## src/rtl/control_unit_if.sv

```systemverilog
// Datapath control bundle: instruction/memory status in, every datapath strobe out.
interface control_unit_if;
    logic [31:0] ir;
    logic        mem_ready;
    logic [15:0] Rin, Rout;
    logic HIin, HIout, LOin, LOout;
    logic Zhighin, Zlowin, Zhighout, Zlowout;
    logic PCin, PCout, MARin, MDRin, MDRout, IRin, CSEout, Yin;
    logic MDMuxread;
    logic ADD, SUB, MUL, DIV, AND, OR, SHR, SHRA, SHL, ROR, ROL, NEG, NOT, IncPC;
    logic mem_read, mem_write;
    logic run;

    // Sequencer side
    modport master (
        input  ir, mem_ready,
        output Rin, Rout, HIin, HIout, LOin, LOout,
               Zhighin, Zlowin, Zhighout, Zlowout,
               PCin, PCout, MARin, MDRin, MDRout, IRin, CSEout, Yin, MDMuxread,
               ADD, SUB, MUL, DIV, AND, OR, SHR, SHRA, SHL, ROR, ROL, NEG, NOT, IncPC,
               mem_read, mem_write, run
    );

    // Datapath side
    modport slave (
        output ir, mem_ready,
        input  Rin, Rout, HIin, HIout, LOin, LOout,
               Zhighin, Zlowin, Zhighout, Zlowout,
               PCin, PCout, MARin, MDRin, MDRout, IRin, CSEout, Yin, MDMuxread,
               ADD, SUB, MUL, DIV, AND, OR, SHR, SHRA, SHL, ROR, ROL, NEG, NOT, IncPC,
               mem_read, mem_write, run
    );
endinterface

```

## src/rtl/control_unit.sv

```systemverilog
// Hardwired T-state sequencer for the 32-bit bus datapath.
// State, wait counter and the latched IR fields are registered; strobes are
// Moore-decoded from them, except MDRin which follows mem_ready in read waits.
module control_unit #(
    parameter int MEM_TIMEOUT = 255
) (
    input  logic          clock,
    input  logic          clear,
    control_unit_if.master bus
);
    localparam int CW = (MEM_TIMEOUT < 2) ? 1 : $clog2(MEM_TIMEOUT);

    localparam logic [4:0] OP_LD   = 5'b00000, OP_LDI  = 5'b00001, OP_ST   = 5'b00010,
                           OP_ADD  = 5'b00011, OP_SUB  = 5'b00100, OP_AND  = 5'b00101,
                           OP_OR   = 5'b00110, OP_ROR  = 5'b00111, OP_ROL  = 5'b01000,
                           OP_SHR  = 5'b01001, OP_SHRA = 5'b01010, OP_SHL  = 5'b01011,
                           OP_ADDI = 5'b01100, OP_ANDI = 5'b01101, OP_ORI  = 5'b01110,
                           OP_DIV  = 5'b01111, OP_MUL  = 5'b10000, OP_NEG  = 5'b10001,
                           OP_NOT  = 5'b10010, OP_HALT = 5'b11011;

    typedef enum logic [3:0] {
        S_RST, S_T0, S_T1, S_T2, S_T3, S_T4, S_T5, S_T6, S_T7, S_HALT
    } state_t;

    typedef enum logic [2:0] {
        C_NOP, C_RT, C_IMM, C_LD, C_ST, C_MD, C_UN, C_HALT
    } cls_t;

    state_t        state;
    logic [CW-1:0] wcnt;
    logic [31:15]  ir_q;
    logic [31:15]  ire;
    logic [4:0]    opc;
    logic [3:0]    ra, rb, rc;
    cls_t          cls;
    logic          wlast;
    logic          op_en;
    logic          ir_unused;

    // The constant field goes to the datapath through CSEout; nothing here reads it.
    assign ir_unused = ^bus.ir[14:0];

    // Decode straight from the IR bus in T3 (the datapath IR just loaded),
    // from the latched copy afterwards.
    assign ire   = (state == S_T3) ? bus.ir[31:15] : ir_q;
    assign opc   = ire[31:27];
    assign ra    = ire[26:23];
    assign rb    = ire[22:19];
    assign rc    = ire[18:15];
    assign wlast = (wcnt == CW'(MEM_TIMEOUT - 1));

    // Instruction class selects the T-state path.
    always_comb begin
        cls = C_NOP;
        case (opc)
            OP_ADD, OP_SUB, OP_AND, OP_OR, OP_ROR, OP_ROL,
            OP_SHR, OP_SHRA, OP_SHL:         cls = C_RT;
            OP_LDI, OP_ADDI, OP_ANDI, OP_ORI: cls = C_IMM;
            OP_LD:                           cls = C_LD;
            OP_ST:                           cls = C_ST;
            OP_MUL, OP_DIV:                  cls = C_MD;
            OP_NEG, OP_NOT:                  cls = C_UN;
            OP_HALT:                         cls = C_HALT;
            default:                         cls = C_NOP;
        endcase
    end

    // T-state sequencing; the wait counter is zero on entry to every wait state.
    always_ff @(posedge clock or posedge clear) begin
        if (clear) begin
            state <= S_RST;
            wcnt  <= '0;
            ir_q  <= '0;
        end else begin
            wcnt <= '0;
            case (state)
                S_RST: state <= S_T0;
                S_T0:  state <= S_T1;
                S_T1: begin
                    if (bus.mem_ready)  state <= S_T2;
                    else if (wlast)     state <= S_HALT;
                    else                wcnt  <= wcnt + 1'b1;
                end
                S_T2:  state <= S_T3;
                S_T3: begin
                    ir_q <= bus.ir[31:15];
                    case (cls)
                        C_NOP:   state <= S_T0;
                        C_HALT:  state <= S_HALT;
                        default: state <= S_T4;
                    endcase
                end
                S_T4:  state <= (cls == C_UN) ? S_T0 : S_T5;
                S_T5:  state <= (cls == C_RT || cls == C_IMM) ? S_T0 : S_T6;
                S_T6: begin
                    if (cls == C_LD) begin
                        if (bus.mem_ready)  state <= S_T7;
                        else if (wlast)     state <= S_HALT;
                        else                wcnt  <= wcnt + 1'b1;
                    end else if (cls == C_ST) begin
                        state <= S_T7;
                    end else begin
                        state <= S_T0;
                    end
                end
                S_T7: begin
                    if (cls != C_ST)        state <= S_T0;
                    else if (bus.mem_ready) state <= S_T0;
                    else if (wlast)         state <= S_HALT;
                    else                    wcnt  <= wcnt + 1'b1;
                end
                S_HALT: state <= S_HALT;
                default: state <= S_RST;
            endcase
        end
    end

    // Strobe decode per state and instruction class.
    always_comb begin
        bus.Rin = '0;       bus.Rout = '0;
        bus.HIin = 1'b0;    bus.HIout = 1'b0;   bus.LOin = 1'b0;    bus.LOout = 1'b0;
        bus.Zhighin = 1'b0; bus.Zlowin = 1'b0;  bus.Zhighout = 1'b0; bus.Zlowout = 1'b0;
        bus.PCin = 1'b0;    bus.PCout = 1'b0;   bus.MARin = 1'b0;   bus.MDRin = 1'b0;
        bus.MDRout = 1'b0;  bus.IRin = 1'b0;    bus.CSEout = 1'b0;  bus.Yin = 1'b0;
        bus.MDMuxread = 1'b0;
        bus.ADD = 1'b0; bus.SUB = 1'b0; bus.MUL = 1'b0; bus.DIV = 1'b0;
        bus.AND = 1'b0; bus.OR = 1'b0;  bus.SHR = 1'b0; bus.SHRA = 1'b0;
        bus.SHL = 1'b0; bus.ROR = 1'b0; bus.ROL = 1'b0; bus.NEG = 1'b0;
        bus.NOT = 1'b0; bus.IncPC = 1'b0;
        bus.mem_read = 1'b0; bus.mem_write = 1'b0;
        bus.run = (state != S_RST) && (state != S_HALT);
        op_en = 1'b0;
        case (state)
            S_T0: begin
                bus.PCout = 1'b1; bus.MARin = 1'b1; bus.IncPC = 1'b1; bus.Zlowin = 1'b1;
            end
            S_T1: begin
                bus.Zlowout = 1'b1; bus.PCin = 1'b1; bus.mem_read = 1'b1;
                bus.MDMuxread = 1'b1; bus.MDRin = bus.mem_ready;
            end
            S_T2: begin
                bus.MDRout = 1'b1; bus.IRin = 1'b1;
            end
            S_T3: begin
                case (cls)
                    C_RT, C_IMM, C_LD, C_ST: begin bus.Rout = 16'd1 << rb; bus.Yin = 1'b1; end
                    C_MD: begin bus.Rout = 16'd1 << ra; bus.Yin = 1'b1; end
                    C_UN: begin bus.Rout = 16'd1 << rb; op_en = 1'b1; bus.Zlowin = 1'b1; end
                    default: ;
                endcase
            end
            S_T4: begin
                case (cls)
                    C_RT: begin bus.Rout = 16'd1 << rc; op_en = 1'b1; bus.Zlowin = 1'b1; end
                    C_IMM, C_LD, C_ST: begin bus.CSEout = 1'b1; op_en = 1'b1; bus.Zlowin = 1'b1; end
                    C_MD: begin
                        bus.Rout = 16'd1 << rb; op_en = 1'b1;
                        bus.Zhighin = 1'b1; bus.Zlowin = 1'b1;
                    end
                    C_UN: begin bus.Zlowout = 1'b1; bus.Rin = 16'd1 << ra; end
                    default: ;
                endcase
            end
            S_T5: begin
                case (cls)
                    C_RT, C_IMM: begin bus.Zlowout = 1'b1; bus.Rin = 16'd1 << ra; end
                    C_LD, C_ST:  begin bus.Zlowout = 1'b1; bus.MARin = 1'b1; end
                    C_MD:        begin bus.Zlowout = 1'b1; bus.LOin = 1'b1; end
                    default: ;
                endcase
            end
            S_T6: begin
                case (cls)
                    C_LD: begin
                        bus.mem_read = 1'b1; bus.MDMuxread = 1'b1; bus.MDRin = bus.mem_ready;
                    end
                    C_ST: begin bus.Rout = 16'd1 << ra; bus.MDRin = 1'b1; end
                    C_MD: begin bus.Zhighout = 1'b1; bus.HIin = 1'b1; end
                    default: ;
                endcase
            end
            S_T7: begin
                case (cls)
                    C_LD: begin bus.MDRout = 1'b1; bus.Rin = 16'd1 << ra; end
                    C_ST: begin bus.MDRout = 1'b1; bus.mem_write = 1'b1; end
                    default: ;
                endcase
            end
            default: ;
        endcase
        if (op_en) begin
            case (opc)
                OP_ADD, OP_ADDI, OP_LDI, OP_LD, OP_ST: bus.ADD = 1'b1;
                OP_SUB:           bus.SUB  = 1'b1;
                OP_AND, OP_ANDI:  bus.AND  = 1'b1;
                OP_OR, OP_ORI:    bus.OR   = 1'b1;
                OP_ROR:           bus.ROR  = 1'b1;
                OP_ROL:           bus.ROL  = 1'b1;
                OP_SHR:           bus.SHR  = 1'b1;
                OP_SHRA:          bus.SHRA = 1'b1;
                OP_SHL:           bus.SHL  = 1'b1;
                OP_MUL:           bus.MUL  = 1'b1;
                OP_DIV:           bus.DIV  = 1'b1;
                OP_NEG:           bus.NEG  = 1'b1;
                OP_NOT:           bus.NOT  = 1'b1;
                default: ;
            endcase
        end
    end
endmodule

```

## src/flat_wrapper.sv

```systemverilog
// flat-port wrapper written by rule: the top's interface ports become plain ports
module control_unit_flat 
#(
    parameter int MEM_TIMEOUT = 255
)
  (clock, clear, bus_ir, bus_mem_ready, bus_Rin, bus_Rout, bus_HIin, bus_HIout, bus_LOin, bus_LOout, bus_Zhighin, bus_Zlowin, bus_Zhighout, bus_Zlowout, bus_PCin, bus_PCout, bus_MARin, bus_MDRin, bus_MDRout, bus_IRin, bus_CSEout, bus_Yin, bus_MDMuxread, bus_ADD, bus_SUB, bus_MUL, bus_DIV, bus_AND, bus_OR, bus_SHR, bus_SHRA, bus_SHL, bus_ROR, bus_ROL, bus_NEG, bus_NOT, bus_IncPC, bus_mem_read, bus_mem_write, bus_run);
  control_unit_if bus_i ();
  input  logic clock;
  input  logic clear;
  input wire logic [$bits(bus_i.ir)-1:0] bus_ir;
  input wire logic [$bits(bus_i.mem_ready)-1:0] bus_mem_ready;
  output wire logic [$bits(bus_i.Rin)-1:0] bus_Rin;
  output wire logic [$bits(bus_i.Rout)-1:0] bus_Rout;
  output wire logic [$bits(bus_i.HIin)-1:0] bus_HIin;
  output wire logic [$bits(bus_i.HIout)-1:0] bus_HIout;
  output wire logic [$bits(bus_i.LOin)-1:0] bus_LOin;
  output wire logic [$bits(bus_i.LOout)-1:0] bus_LOout;
  output wire logic [$bits(bus_i.Zhighin)-1:0] bus_Zhighin;
  output wire logic [$bits(bus_i.Zlowin)-1:0] bus_Zlowin;
  output wire logic [$bits(bus_i.Zhighout)-1:0] bus_Zhighout;
  output wire logic [$bits(bus_i.Zlowout)-1:0] bus_Zlowout;
  output wire logic [$bits(bus_i.PCin)-1:0] bus_PCin;
  output wire logic [$bits(bus_i.PCout)-1:0] bus_PCout;
  output wire logic [$bits(bus_i.MARin)-1:0] bus_MARin;
  output wire logic [$bits(bus_i.MDRin)-1:0] bus_MDRin;
  output wire logic [$bits(bus_i.MDRout)-1:0] bus_MDRout;
  output wire logic [$bits(bus_i.IRin)-1:0] bus_IRin;
  output wire logic [$bits(bus_i.CSEout)-1:0] bus_CSEout;
  output wire logic [$bits(bus_i.Yin)-1:0] bus_Yin;
  output wire logic [$bits(bus_i.MDMuxread)-1:0] bus_MDMuxread;
  output wire logic [$bits(bus_i.ADD)-1:0] bus_ADD;
  output wire logic [$bits(bus_i.SUB)-1:0] bus_SUB;
  output wire logic [$bits(bus_i.MUL)-1:0] bus_MUL;
  output wire logic [$bits(bus_i.DIV)-1:0] bus_DIV;
  output wire logic [$bits(bus_i.AND)-1:0] bus_AND;
  output wire logic [$bits(bus_i.OR)-1:0] bus_OR;
  output wire logic [$bits(bus_i.SHR)-1:0] bus_SHR;
  output wire logic [$bits(bus_i.SHRA)-1:0] bus_SHRA;
  output wire logic [$bits(bus_i.SHL)-1:0] bus_SHL;
  output wire logic [$bits(bus_i.ROR)-1:0] bus_ROR;
  output wire logic [$bits(bus_i.ROL)-1:0] bus_ROL;
  output wire logic [$bits(bus_i.NEG)-1:0] bus_NEG;
  output wire logic [$bits(bus_i.NOT)-1:0] bus_NOT;
  output wire logic [$bits(bus_i.IncPC)-1:0] bus_IncPC;
  output wire logic [$bits(bus_i.mem_read)-1:0] bus_mem_read;
  output wire logic [$bits(bus_i.mem_write)-1:0] bus_mem_write;
  output wire logic [$bits(bus_i.run)-1:0] bus_run;
  assign bus_i.ir = bus_ir;
  assign bus_i.mem_ready = bus_mem_ready;
  assign bus_Rin = bus_i.Rin;
  assign bus_Rout = bus_i.Rout;
  assign bus_HIin = bus_i.HIin;
  assign bus_HIout = bus_i.HIout;
  assign bus_LOin = bus_i.LOin;
  assign bus_LOout = bus_i.LOout;
  assign bus_Zhighin = bus_i.Zhighin;
  assign bus_Zlowin = bus_i.Zlowin;
  assign bus_Zhighout = bus_i.Zhighout;
  assign bus_Zlowout = bus_i.Zlowout;
  assign bus_PCin = bus_i.PCin;
  assign bus_PCout = bus_i.PCout;
  assign bus_MARin = bus_i.MARin;
  assign bus_MDRin = bus_i.MDRin;
  assign bus_MDRout = bus_i.MDRout;
  assign bus_IRin = bus_i.IRin;
  assign bus_CSEout = bus_i.CSEout;
  assign bus_Yin = bus_i.Yin;
  assign bus_MDMuxread = bus_i.MDMuxread;
  assign bus_ADD = bus_i.ADD;
  assign bus_SUB = bus_i.SUB;
  assign bus_MUL = bus_i.MUL;
  assign bus_DIV = bus_i.DIV;
  assign bus_AND = bus_i.AND;
  assign bus_OR = bus_i.OR;
  assign bus_SHR = bus_i.SHR;
  assign bus_SHRA = bus_i.SHRA;
  assign bus_SHL = bus_i.SHL;
  assign bus_ROR = bus_i.ROR;
  assign bus_ROL = bus_i.ROL;
  assign bus_NEG = bus_i.NEG;
  assign bus_NOT = bus_i.NOT;
  assign bus_IncPC = bus_i.IncPC;
  assign bus_mem_read = bus_i.mem_read;
  assign bus_mem_write = bus_i.mem_write;
  assign bus_run = bus_i.run;
  control_unit #(.MEM_TIMEOUT(MEM_TIMEOUT)) u_core (.clock(clock), .clear(clear), .bus(bus_i));
endmodule
```

## config.mk

```make
export PLATFORM = sky130hd
export DESIGN_NAME = control_unit_flat
export DESIGN_NICKNAME = d
export VERILOG_FILES = /design/src/rtl/control_unit_if.sv /design/src/rtl/control_unit.sv /design/src/flat_wrapper.sv
export SDC_FILE = /design/constraint.sdc
export NUM_CORES = 1
export LEC_CHECK = 0
export ABC_AREA = 1
export BUFFER_PORTS_ARGS = -buffer_cell sky130_fd_sc_hd__clkbuf_2
export CORE_UTILIZATION = 25
export CTS_CLUSTER_DIAMETER = 30
export CTS_CLUSTER_SIZE = 16
export DETAILED_ROUTE_END_ITERATION = 10
export PLACE_DENSITY = 0.41
export SYNTH_ARGS = -nofsm -noshare
export SYNTH_HDL_FRONTEND = slang
export SYNTH_SLANG_ARGS = --single-unit
```

## constraint.sdc

```tcl
create_clock -name clock -period 3.7 [get_ports clock]
set_input_delay 0.37 -clock clock [delete_from_list [all_inputs] [get_ports clock]]
set_output_delay 0.37 -clock clock [all_outputs]
set_load 0.1 [all_outputs]
```

Word level (Yosys, flattened, before mapping)
Memory sizes are Yosys's and may differ from the RTL's.
Index checks and enable logic that the tools add are counted.

storage, ports and cells
  output and inout port bits = 66
  bits in registers = 29
  bits of input ports = 35
  ROM bits = 96
  word-level logic and storage cells = 134
  memories = 1

memory list
  name              depth  bits a word  read ports  clocked after memory_dff  wr ports  RTL line            text
  (name not given)  32     3            1           0                         0         control_unit.sv:55  case (opc)

cells by class
  muxes and demuxes = 75
  $add $sub $neg = 1
  eq/ne operators = 37
  reduce and logical (&&, ||, !) cells = 14
  shifts and indexed selects = 3

operators with widths
  kind                    count
  $pmux W16 S3            2
  $mux W16                4
  $pmux W16 S2            2
  $shl A1 B4 Y16 const A  3
  $mux W1                 42
  $eq A5 B4 Y1 const B    8
  $pmux W4 S10            1
  $mux W8                 4
  $mux W4                 7
  $pmux W8 S3             1
  $eq A5 B3 Y1 const B    4
  $mux W17                1
  $eq A4 B3 Y1 const B    4
  $eq A5 B5 Y1 const B    3
  $reduce_or A5 Y1        3
  $eq A3 B3 Y1 const B    4
  $pmux W1 S2             6
  $eq A5 B2 Y1 const B    2
  $add A8 B1 Y8 const B   1
  $eq A4 B2 Y1 const B    2
  $eq A4 B4 Y1 const B    2
  $eq A8 B8 Y1 const B    1
  $pmux W4 S2             1
  $reduce_or A2 Y1        4
  15 further kinds        18

Logic depth before layout (Yosys ltp)
An unclocked memory read counts as a cell.

  depth after elaboration = 8
  gate-level depth with buffers = 26
  mapped depth without buffers = 23

Worst setup path before layout
OpenSTA, ideal clock, no wires.

  path kind = register to output
  start point = register u_core.state[0]
  end point = output bus_Zhighout
  path buffers = 4
  data required time = 3.330 ns
  arrival = 6.128 ns
  stages on the path, launching flop included = 22
  slack = -2.798 ns
  cells stage by stage = dfrtp_1 > nor2_4 > nand2_4 > buf_6 > inv_2 > buf_2 > or2_2 > o21ai_0 > inv_1 > ha_1 > nand3_1 > nand2_1 > nand2_1 > nand2_1 > nand2_4 > inv_2 > nand2_2 > nor2_4 > inv_2 > buf_6 > nor4_1 > buf_4

between the ends
  longest elaborated chain between the ends = 6
  elaborated cells on any way between the ends = 7
  those cells by class = eq/ne (3); mux (3); memory (1)

ends and longest elaborated chain
  element                   RTL line            text
  start, declared           control_unit.sv:29  state_t state;
  start signal, assigned    control_unit.sv:93  S_T4: state <= (cls == C_UN) ? S_T0 : S_T5;
  start signal, assigned    control_unit.sv:94  S_T5: state <= (cls == C_RT || cls == C_IMM) ? S_T0 : S_T6;
  $eq A4 B3 Y1              control_unit.sv:45  assign ire = (state == S_T3) ? bus.ir[31:15] : ir_q;
  $mux W17                  control_unit.sv:45
  net u_core.ire (one bit)  control_unit.sv:32  logic [31:15] ire;
  $mem_v2 Z32 W3            n/a
  $eq A3 B3 Y1              n/a
  $mux W1 (2 in series)     n/a
  end, declared             flat_wrapper.sv:20  output wire logic [$bits(bus_i.Zhighout)-1:0] bus_Zhighout;

The timed path passes the listed nets, and every way through them passes these cells.

Worst setup path in the final report
  start point = register u_core.state[3]
  end point = output bus_Zlowin

between the ends
  longest elaborated chain between the ends = 7
  elaborated cells on any way between the ends = 15
  those cells by class = eq/ne (9); mux (4); reduce/logical (1); memory (1)

ends and longest elaborated chain
  element                               RTL line                                 text
  $eq A4 B3 Y1                          control_unit.sv:45, control_unit.sv:133
  $mux W17                              control_unit.sv:45
  $mem_v2 Z32 W3                        n/a
  $eq A3 B3 Y1 (tied with other cells)  control_unit.sv:153                      case (cls)
  $reduce_or A5 Y1 (no source line)     n/a
  $mux W1                               control_unit.sv:153
  $pmux W1 S3 *                         control_unit.sv:133                      case (state)
  end, declared                         flat_wrapper.sv:19                       output wire logic [$bits(bus_i.Zlowin)-1:0] bus_Zlowin;

Every way passes the cells marked *; elsewhere a longest branch is shown, timed or not.

==> impl_metrics.py <==
metrics = {
    "grt": {
        "grt_antenna_before_repair": 0,
        "grt-ovfl-total": 0,
        "grt_pass1_vias": 3537,
        "grt.total_usage_pct": 16.9,
        "grt_max_degree": 31,
        "grt_first_pass_wirelength_um": 17900,
    },
    "sta": {
        "slew-limit-headroom_pct": 56.3,
        "final_hold_viol_count": 0,
        "setup_viol": 0,
        "period_share_pct": 95.8,
        "rsz0062_at_grt": "yes",
        "tightest_slew_ns": 0.650,
        "fmax_ghz": 0.282,
        "fin_crit_ns": 3.55,
        "slew_violations": 0,
        "fin_skew_ns": 0.00415,
    },
    "drt": {
        "vias": 3661,
        "ant_nets": 0,
        "drt_pass1_iterations": 4,
        "via_per_inst": 4.56,
        "routed_wl_um": 11400,
        "initialDrtViolationCount": 181,
        "drcViolationCount": 0,
        "wl_per_cell_um": 14.2,
    },
    "cts": {
        "numCtsBuffers": 5,
        "clk_latency_ns": 0.27,
        "path_clk_slew_ns": 0.05,
        "htreeDepth": 2,
        "cts-root-buf": "clkbuf_16",
        "holdBufCountCts": 0,
        "cts_tree": "done",
        "cts_buffer_depth": 2,
        "cts_sinks": 29,
    },
    "floorplanning": {
        "start_util_pct": 25.9,
        "core_area_mm2": 0.0128,
        "fp.dieH_um": 117,
        "placementRows": 41,
        "die-area_mm2": 0.0137,
        "fp.dieW_um": 117,
        "ios": 101,
    },
    "final_layout": {
        "drive_above_1_share_pct": 41.8,
        "diodes": 0,
        "mostFrequentLayoutCells": "nand2_1, nor2_1, buf_12",
        "layout_commonest_cell": "nand2_1",
        "seqCellArea_um2": 729,
        "fillers": 1319,
        "multi_input_area_mm2": 0.00254,
        "num-nets-final": 672,
        "final_area_mm2": 0.00543,
        "area.growth.synth_to_final_pct": 64.2,
    },
    "synth": {
        "synthArstFlopShare_pct": 100,
        "synth_top_cells_by_area": "dfrtp_1, nand2_1, nor2_1",
        "synth_top_area_share_pct": 21.9,
        "ys.flop_type": "dfrtp_1",
        "synth.avg_cell_area_um2": 6.29,
        "syn_inst": 526,
        "ys_types": 43,
        "yosys.area.top_type": "dfrtp_1",
        "synth_edf_count": 0,
        "synth_area_mm2": 0.00331,
        "yosys_warnings": 0,
        "synth-seq-area-share_pct": 21.9,
        "ys_ff_latch": 29,
    },
    "status": {
        "status": "finished, final reports clean",
    },
    "setup_path": {
        "crit_fanout": 7,
        "reg2reg_to": "u_core.state[2]$_DFF_PP0_",
        "critical_path_arrival_ns": 3.18,
        "critPathCaptureType": "primary output",
        "crit_start": "u_core.state[3]$_DFF_PP0_",
        "worst_ep_required_time_ns": 3.33,
        "rrSetupSlack_ns": 0.65,
        "crit_path_cell_trace": "nor2_4 -> nand2_4 -> inv_4 -> nand2_1 -> nand2_2 -> inv_2 -> ha_1 -> nand3b_4 -> nand2_2 -> nand2_2 -> nand2_4 -> inv_4 -> nand3_4 -> nand2_4 -> nor2_4 -> nand2_2 -> nand2_2 -> nand2_4 -> inv_6 -> nand2_1 -> buf_12",
        "startpoint_type": "flip-flop",
        "cp.depth": 21,
        "critPathTopFamily": "simple AND/OR/NAND/NOR gates",
        "crit_buf_inv": 5,
        "cpMostUsedCell": "nand2_2",
        "crit_end": "bus_Zlowin",
        "crit_type": "flip-flop to primary output",
        "critPathSlowestCell": "dfrtp_2",
        "worst-r2r-cell-count": 20,
        "critPathMaxStageDelay_ns": 0.44,
        "r2r_start": "u_core.state[3]$_DFF_PP0_",
    },
    "flow_run": {
        "maxCapViolCount": 0,
    },
    "placement": {
        "numPortBuffers": 83,
        "place_area_mm2": 0.00502,
        "dp_hpwl_um": 8950,
        "gp_congestion": 0.871,
    },
    "hold_path": {
        "min_path_type": "input port to async pin",
    },
}
## cells in the mapped netlist, drive strengths merged (2+ instances only)
| library cell | instances |
|---|---|
| nand4 | 7 |
| or2 | 12 |
| o211a | 2 |
| nand3 | 28 |
| xor2 | 3 |
| inv | 62 |
| nor2 | 98 |
| buf | 15 |
| dfrtp | 29 |
| nand3b | 3 |
| o21ai | 49 |
| nand2 | 164 |
| a211oi | 2 |
| a31oi | 3 |
| a21oi | 15 |
| ha | 7 |
| nor3 | 17 |
## cells by family (layout without fill, tap and decap cells)
family                     after synthesis  count (layout)  share of synthesized area [%]
muxes                                    1               1                          0.303
xor gates and xnor gates                 4               4                           1.06
adders and majority gates                7               7                           2.65
DFF                                     29              29                           21.9
buffers and inverters                   77             180                           10.5
other                                    1               2                          0.113
and+or+nand+nor                        331             332                           48.6
AOI/OAI and AO/OA                       76              76                           14.8
## sequential cells by signal, summed over array words and instances (netlist names)
signal and flops:
u_core.wcnt 8, u_core.ir_q 17, u_core.state 4
## worst min path at each step
stage               slack, ns                        end  startpoint  cells after the start
floorplan                0.45  u_core.ir_q[15]$_DFF_PP0_       clear                      1
global placement         0.47  u_core.ir_q[30]$_DFF_PP0_       clear                      3
detailed placement       0.47  u_core.ir_q[30]$_DFF_PP0_       clear                      3
CTS                      0.18  u_core.state[3]$_DFF_PP0_       clear                      3
global route             0.21  u_core.ir_q[31]$_DFF_PP0_       clear                      3
finish                   0.16  u_core.ir_q[30]$_DFF_PP0_       clear                      3
## worst reg2reg max path: stages, from the launching register on
cell and delay (ns):
dfrtp_2 0.44, nor2_4 0.16, nand2_4 0.10, inv_4 0.07
nand2_1 0.05, nand2_2 0.10, inv_2 0.07, ha_1 0.30
nand3b_4 0.18, nand2_2 0.07, nand2_2 0.06, nand2_4 0.13
inv_4 0.07, nand3_4 0.13, nand2_4 0.08, nor2_4 0.26
nand2_4 0.16, buf_4 0.17, buf_4 0.12, o21ai_2 0.11
nand4_1 0.10
## per-layer routing
layer | share of wire (%) | wire (um) | up-vias | track usage [%]
met3 | 4.1 | 470 | 8 | 2.63
li1 | - | - | 1881 | -
met2 | 46 | 5260 | 74 | 27.0
met1 | 49 | 5570 | 1698 | 24.5
met4 | 0.67 | 76 | 0 | 2.45
met5 | 0 | 0 | - | 0
## stage by stage
step | worst slack (ns) | TNS (ns) | instances | utilization, % | hold WS [ns]
after global routing | -0.0459 | -0.721 | 803 | 42.5 | 0.209
after detailed placement | 0.198 | 0 | 776 | 39.3 | 0.473
after floorplan | -0.476 | -1.62 | 527 | - | 0.448
after CTS | 0.0222 | 0 | 788 | 41.0 | 0.181
final | 0.155 | 0 | 803 | 42.5 | 0.161
after global placement | 0.266 | 0 | 776 | 39.3 | 0.468
## repair_timing
action / in CTS / in global routing
resized for setup: 3 / 19
buffers inserted: 4 / 14
cloned: 0 / 1
setup endpoints to repair: 23 / 47
pin swaps: 5 / 10
## final cells by class
type	count	share of cell area [%]
Tap cell	172	3.96
Inverter	62	4.56
Multi-Input combinational cell	422	46.8
Timing Repair Buffer	110	28.0
Sequential cell	29	13.4
Clock buffer	6	2.56
Clock inverter	2	0.691
Power is not shown: default switching activity piles up to over one toggle a cycle in this logic, so the estimate is an artifact.
